[src/rtl/rv_plic_gateway_pkg.sv]
// Shared constants for the PLIC gateway: default source count, ID width, reserved ID.
// Latency: n/a (compile-time constants only).
// Backpressure: n/a.
package rv_plic_pkg;

    // Default number of interrupt sources; IDs run 1..N, 0 means "no interrupt".
    localparam int DEF_N_SOURCE = 32;

    // Width of the saturating dropped-edge counter.
    localparam int DEF_DROPW = 16;

    // Reserved ID returned when a claim finds nothing to hand out.
    localparam int ID_NONE = 0;

    // ID width must hold N_SOURCE itself, hence the +1.
    function automatic int id_width(input int n_source);
        return $clog2(n_source + 1);
    endfunction

    localparam int DEF_SRCW = id_width(DEF_N_SOURCE);

endpackage

[src/rtl/rv_plic_gateway_if.sv]
// Claim/complete access bundle between the hart-side register block and the gateway.
// Latency: claim read data returns one cycle after the claim strobe.
// Backpressure: none; strobes are accepted every cycle.
interface rv_plic_gateway_if #(
    parameter int SRCW = rv_plic_pkg::DEF_SRCW
);
    logic            claim_req_i;
    logic [SRCW-1:0] claim_id_i;
    logic            claim_valid_o;
    logic [SRCW-1:0] claim_data_o;
    logic            complete_req_i;
    logic [SRCW-1:0] complete_id_i;

    // Gateway side.
    modport slave (
        input  claim_req_i,
        input  claim_id_i,
        input  complete_req_i,
        input  complete_id_i,
        output claim_valid_o,
        output claim_data_o
    );

    // Hart / register-block side.
    modport master (
        output claim_req_i,
        output claim_id_i,
        output complete_req_i,
        output complete_id_i,
        input  claim_valid_o,
        input  claim_data_o
    );
endinterface

[src/rtl/rv_plic_gw_src.sv]
// One interrupt source slice: edge/level gateway with pending and in-service state.
// Latency: source change to pending is one cycle; claim/complete take effect next cycle.
// Backpressure: none; a source is held off while pending or in service, extra edges coalesce.
module rv_plic_gw_src (
    input  logic clk_i,
    input  logic rst_ni,
    input  logic i_src,
    input  logic i_le,
    input  logic i_claim_hit,
    input  logic i_complete_hit,
    output logic o_ip,
    output logic o_ia,
    output logic o_drop
);

    logic r_src_q;
    logic r_epend;
    logic r_ip;
    logic r_ia;

    logic w_edge;
    logic w_req;
    logic w_set_ip;

    // Request generation: edge mode forwards a fresh or stored edge, level mode the raw line.
    always_comb begin
        w_edge   = i_src & ~r_src_q;
        w_req    = i_le ? (w_edge | r_epend) : i_src;
        w_set_ip = w_req & ~r_ip & ~r_ia;
    end

    // An edge landing on an already stored edge that cannot be forwarded is lost.
    assign o_drop = w_edge & r_epend & ~w_set_ip;

    // Source history, stored edge, pending and in-service state.
    always_ff @(posedge clk_i or negedge rst_ni) begin
        if (!rst_ni) begin
            r_src_q <= 1'b0;
            r_epend <= 1'b0;
            r_ip    <= 1'b0;
            r_ia    <= 1'b0;
        end else begin
            r_src_q <= i_src;
            // Leaving edge mode discards any stored edge.
            r_epend <= i_le & (r_epend | w_edge) & ~w_set_ip;
            r_ip    <= (r_ip & ~i_claim_hit) | w_set_ip;
            r_ia    <= (r_ia & ~i_complete_hit) | i_claim_hit;
        end
    end

    assign o_ip = r_ip;
    assign o_ia = r_ia;

endmodule

[src/rtl/rv_plic_gateway.sv]
// PLIC gateway: turns raw sources into a pending vector and answers claim/complete accesses.
// Latency: claim data one cycle after the strobe; source to pending one cycle.
// Backpressure: none; claims and completes may arrive every cycle.
module rv_plic_gateway
    import rv_plic_pkg::*;
#(
    parameter int N_SOURCE = DEF_N_SOURCE,
    parameter int DROPW    = DEF_DROPW
) (
    input  logic                clk_i,
    input  logic                rst_ni,
    input  logic [N_SOURCE-1:0] src_i,
    input  logic [N_SOURCE-1:0] le_i,
    output logic [N_SOURCE-1:0] ip_o,
    output logic [N_SOURCE-1:0] ia_o,
    rv_plic_gateway_if.slave    bus,
    input  logic                clr_drop_i,
    output logic [DROPW-1:0]    drop_cnt_o
);

    localparam int SRCW = id_width(N_SOURCE);

    logic [N_SOURCE-1:0] w_ip;
    logic [N_SOURCE-1:0] w_ia;
    logic [N_SOURCE-1:0] w_claim_hit;
    logic [N_SOURCE-1:0] w_complete_hit;
    logic [N_SOURCE-1:0] w_drop_vec;
    logic                w_drop;

    logic                r_claim_vld;
    logic [SRCW-1:0]     r_claim_dat;
    logic [DROPW-1:0]    r_drop_cnt;

    // ID decode: source g answers to ID g+1, so ID 0 and IDs above N_SOURCE never hit.
    // A claim only hits a pending source, a complete only an in-service one.
    for (genvar g = 0; g < N_SOURCE; g++) begin : g_src
        assign w_claim_hit[g]    = bus.claim_req_i &&
                                   (bus.claim_id_i == SRCW'(g + 1)) && w_ip[g];
        assign w_complete_hit[g] = bus.complete_req_i &&
                                   (bus.complete_id_i == SRCW'(g + 1)) && w_ia[g];

        rv_plic_gw_src u_src (
            .clk_i          (clk_i),
            .rst_ni         (rst_ni),
            .i_src          (src_i[g]),
            .i_le           (le_i[g]),
            .i_claim_hit    (w_claim_hit[g]),
            .i_complete_hit (w_complete_hit[g]),
            .o_ip           (w_ip[g]),
            .o_ia           (w_ia[g]),
            .o_drop         (w_drop_vec[g])
        );
    end

    assign w_drop = |w_drop_vec;

    // Claim response: valid follows every strobe, data is the ID only when it hit.
    always_ff @(posedge clk_i or negedge rst_ni) begin
        if (!rst_ni) begin
            r_claim_vld <= 1'b0;
            r_claim_dat <= SRCW'(ID_NONE);
        end else begin
            r_claim_vld <= bus.claim_req_i;
            r_claim_dat <= (|w_claim_hit) ? bus.claim_id_i : SRCW'(ID_NONE);
        end
    end

    // Dropped-edge counter: clear wins over increment, saturates at all-ones.
    always_ff @(posedge clk_i or negedge rst_ni) begin
        if (!rst_ni) begin
            r_drop_cnt <= '0;
        end else if (clr_drop_i) begin
            r_drop_cnt <= '0;
        end else if (w_drop && (r_drop_cnt != {DROPW{1'b1}})) begin
            r_drop_cnt <= r_drop_cnt + 1'b1;
        end
    end

    assign ip_o              = w_ip;
    assign ia_o              = w_ia;
    assign bus.claim_valid_o = r_claim_vld;
    assign bus.claim_data_o  = r_claim_dat;
    assign drop_cnt_o        = r_drop_cnt;

endmodule

[src/flat_wrapper.sv]
// flat-port wrapper written by rule: the top's interface ports become plain ports
module rv_plic_gateway_flat import rv_plic_pkg::*;
#(
    parameter int N_SOURCE = DEF_N_SOURCE,
    parameter int DROPW    = DEF_DROPW
)
  (clk_i, rst_ni, src_i, le_i, ip_o, ia_o, clr_drop_i, drop_cnt_o, bus_claim_req_i, bus_claim_id_i, bus_complete_req_i, bus_complete_id_i, bus_claim_valid_o, bus_claim_data_o);
  rv_plic_gateway_if #(.SRCW((6))) bus_i ();
  input  logic clk_i;
  input  logic rst_ni;
  input  logic [N_SOURCE-1:0] src_i;
  input  logic [N_SOURCE-1:0] le_i;
  output logic [N_SOURCE-1:0] ip_o;
  output logic [N_SOURCE-1:0] ia_o;
  input  logic clr_drop_i;
  output logic [DROPW-1:0] drop_cnt_o;
  input wire logic [$bits(bus_i.claim_req_i)-1:0] bus_claim_req_i;
  input wire logic [$bits(bus_i.claim_id_i)-1:0] bus_claim_id_i;
  input wire logic [$bits(bus_i.complete_req_i)-1:0] bus_complete_req_i;
  input wire logic [$bits(bus_i.complete_id_i)-1:0] bus_complete_id_i;
  output wire logic [$bits(bus_i.claim_valid_o)-1:0] bus_claim_valid_o;
  output wire logic [$bits(bus_i.claim_data_o)-1:0] bus_claim_data_o;
  assign bus_i.claim_req_i = bus_claim_req_i;
  assign bus_i.claim_id_i = bus_claim_id_i;
  assign bus_i.complete_req_i = bus_complete_req_i;
  assign bus_i.complete_id_i = bus_complete_id_i;
  assign bus_claim_valid_o = bus_i.claim_valid_o;
  assign bus_claim_data_o = bus_i.claim_data_o;
  rv_plic_gateway #(.N_SOURCE(N_SOURCE), .DROPW(DROPW)) u_core (.clk_i(clk_i), .rst_ni(rst_ni), .src_i(src_i), .le_i(le_i), .ip_o(ip_o), .ia_o(ia_o), .bus(bus_i), .clr_drop_i(clr_drop_i), .drop_cnt_o(drop_cnt_o));
endmodule
[config.mk]
export PLATFORM = sky130hd
export DESIGN_NAME = rv_plic_gateway_flat
export DESIGN_NICKNAME = d
export VERILOG_FILES = /design/src/rtl/rv_plic_gateway_pkg.sv /design/src/rtl/rv_plic_gateway_if.sv /design/src/rtl/rv_plic_gw_src.sv /design/src/rtl/rv_plic_gateway.sv /design/src/flat_wrapper.sv
export SDC_FILE = /design/constraint.sdc
export NUM_CORES = 1
export LEC_CHECK = 0
export ABC_AREA = 0
export CORE_ASPECT_RATIO = 0.9
export CORE_UTILIZATION = 33
export DETAILED_ROUTE_END_ITERATION = 10
export DONT_BUFFER_PORTS = 1
export PLACE_DENSITY = 0.43
export REMOVE_ABC_BUFFERS = 1
export SYNTH_ARGS = -nofsm -noshare
export SYNTH_HDL_FRONTEND = slang
export SYNTH_SLANG_ARGS = --single-unit
[constraint.sdc]
create_clock -name clk_i -period 2.2 [get_ports clk_i]
set_input_delay 0.33 -clock clk_i [delete_from_list [all_inputs] [get_ports clk_i]]
set_output_delay 0.33 -clock clk_i [all_outputs]
set_load 0.05 [all_outputs]
==> flow_summary.toml <==
[run_status]
status = "finished, violations left"
violations = "hold timing"

[place]
post-place-cells = 1130
dp_hpwl_um = 18100
gp_congestion = 0.855
port_buffers = 0

[clock_network]
clk_pin_slew_ps = 70
clock-sinks = 151
clockRootBuffer = "clkbuf_16"
cts_setup_buffers = 0
clk_latency_ps = 430
post_cts_hold_buffer_count = 34
cts_max_path_buffers = 2
numCtsBuffers = 17
cts_tree = "built"
htree_levels = 4

[finish]
fillers = 2244
area_growth_syn_to_layout_pct = 22.0
nets = 968
final_common_cell = "dfrtp_1"
antenna_cells = 0
drive_gt1_frac = 0.200
final_cells = 1196
final_cell_mix = "dfrtp_1, buf_4, nor2_1"
final_core_util = 0.414

[yosys]
synth_async_sr_flop_share = 1.00
yosysTopAreaCellShare = 0.491
synth-seq-area-share = 0.491
yosysWarnings = 0
synth_edf_count = 0
synth.area.top_cells = "dfrtp_1, buf_4, nor2_1"
synth_cell_type_count = 59
yosys_most_used_dff = "dfrtp_1"
avgSynthCellArea_um2 = 9.58
synth.largest_area_cell = "dfrtp_1"
synthCells = 803
yosys_register_bits = 151
syn_area_mm2 = 0.00769

[worst_hold_path]
hp-class = "input port to async pin"

[setup_path]
ff2ff_setup_slack_ps = 50
cpMostUsedCell = "buf_4"
cp-end-kind = "register"
cp_slowest_stage_delay_ps = 520
cp_max_fo = 8
crit_arrival_ps = 2490
cp_num_buf_inv = 2
slowest_stage = "or4_1"
startpoint_type = "register"
required_ps = 2540
path_cells = "nand3b_1 > o22ai_2 > nor4_2 > buf_4 > and4_4 > buf_4 > or4_1 > a21oi_2"
cpLargestDelayFamily = "simple AND/OR/NAND/NOR gates"
critPathKind = "register to register"

[floorplan]
start_util = 0.340
num_rows = 52
die_w_um = 163
ios = 168
die_h_um = 147
coreArea_mm2 = 0.0226
dieArea_mm2 = 0.0239

[detailed_routing]
routedWlPerCell_um = 20.2
drt_wl_total_um = 24100
drt-initial-drc-count = 398
first_pass_iters = 5
via_per_inst = 5.31
ant_nets = 0
vias = 6350
drc = 0

[global_routing]
grt_max_degree = 152
antenna_found_initial = 0
grt_pass1_vias = 6623
gr-total-overflow = 0
grt_pass1_wl_um = 37200
grtUsageTotal = 0.207

[timing]
timing.fmax_ghz = 0.465
finalClockSkew_ps = 8.15
finalCriticalPeriod_ps = 2150
worstMarginPinSlew_ps = 611
whs_ps = -399
fin_crit_sh = 0.978
final-hold-violation-count = 151
slew_viol_final = 0
setup_violations = 0
final.setup.tns_ps = 0
relSlewSlack = 0.591

[run]
maxCapViolations = 0

[power]
power.static_leakage_uw = 0.00400
power_density_mw_per_mm2 = 868
power_uw = 8140
ir_drop_mv = 0.479
## flip-flops by register name, indices dropped and copies added, names as in the netlist
signal	cells
u_core.g_src.u_src.o_ia	32
u_core.g_src.u_src.r_src_q	32
u_core.bus.claim_valid_o	1
u_core.drop_cnt_o	16
u_core.g_src.u_src.o_ip	32
u_core.g_src.u_src.r_epend	32
u_core.bus.claim_data_o	6
## layer usage
layer,share of wire,GRT usage
met1,0.44,0.261
met2,0.46,0.334
met3,0.079,0.0672
met4,0.020,0.0678
met5,0,0
## layout make-up
class                      count  area, um2  share of cell area
sequential                   151       3780               0.403
multi-input combinational    527       3280               0.350
timing repair buffer         149       1210               0.129
clock buffer                  17        425              0.0453
tap                          297        372              0.0396
clock inverter                15        166              0.0177
inverter                      40        150              0.0160
## cell families (layout without fill, tap and decap cells)
logic type / count (synthesis) / in the layout / synth area share
flops: 151 / 151 / 0.491
compound gates: 186 / 186 / 0.172
simple gates: 335 / 335 / 0.232
buf+inv: 125 / 221 / 0.0965
fa+ha+maj: 1 / 1 / 0.00163
mux: 5 / 5 / 0.00700
## where the power goes
group	switching, uW	internal [uW]
registers	191	3040
clock network	1290	1700
logic	1260	661
## worst paths after layout
kind / cells after the start / from / to
max: 8 / u_core.g_src[31].u_src.r_src_q / u_core.drop_cnt_o[3]
min: 0 / rst_ni / u_core.g_src[11].u_src.r_epend
max reg2reg: 8 / u_core.g_src[31].u_src.r_src_q / u_core.drop_cnt_o[3]
min reg2reg: 1 / u_core.g_src[30].u_src.o_ip / u_core.g_src[30].u_src.o_ip
max in group asynchronous: 0 / rst_ni / u_core.bus.claim_data_o[2]
min in group clk_i: 1 / bus_claim_id_i[3] / u_core.bus.claim_data_o[3]
## synth_stat cells (all sizes together), types with 6 or more instances
| cell type | n |
|---|---|
| dfrtp | 151 |
| nor2 | 93 |
| nand2 | 78 |
| buf | 73 |
| a21oi | 42 |
| inv | 40 |
| nor3b | 36 |
| nand3b | 33 |
| nand3 | 28 |
| a22oi | 27 |
| a32o | 25 |
| a31oi | 24 |
| and2 | 16 |
| o22ai | 16 |
| a22o | 12 |
| clkbuf | 12 |
| nor2b | 11 |
| o31ai | 9 |
| or4 | 8 |
| o21ai | 7 |
| nor4 | 6 |
| o21a | 6 |
## worst register-to-register path, stage by stage (launching register included)
cell and delay [ps]:
dfrtp_1 400, nand3b_1 180, o22ai_2 230, nor4_2 80, buf_4 160, and4_4 200
buf_4 160, or4_1 520, a21oi_2 150
## repair_timing
action | CTS | global route
resized for setup | 11 | 14
setup endpoints to repair | 13 | 11
pin swaps | 2 | 4
endpoints found under the hold margin | 195 | 151
## metrics by stage
stage / instance area [um2] / worst slack (ps)
2_1_floorplan: 7100 / -149
3_3_place_gp: 8330 / -53.3
3_5_place_dp: 8330 / -57.6
4_1_cts: 9320 / 42.2
5_1_grt: 9380 / -15.0
6_report: 9380 / 48.8
No activity file was read; power rests on OpenSTA's default activity.
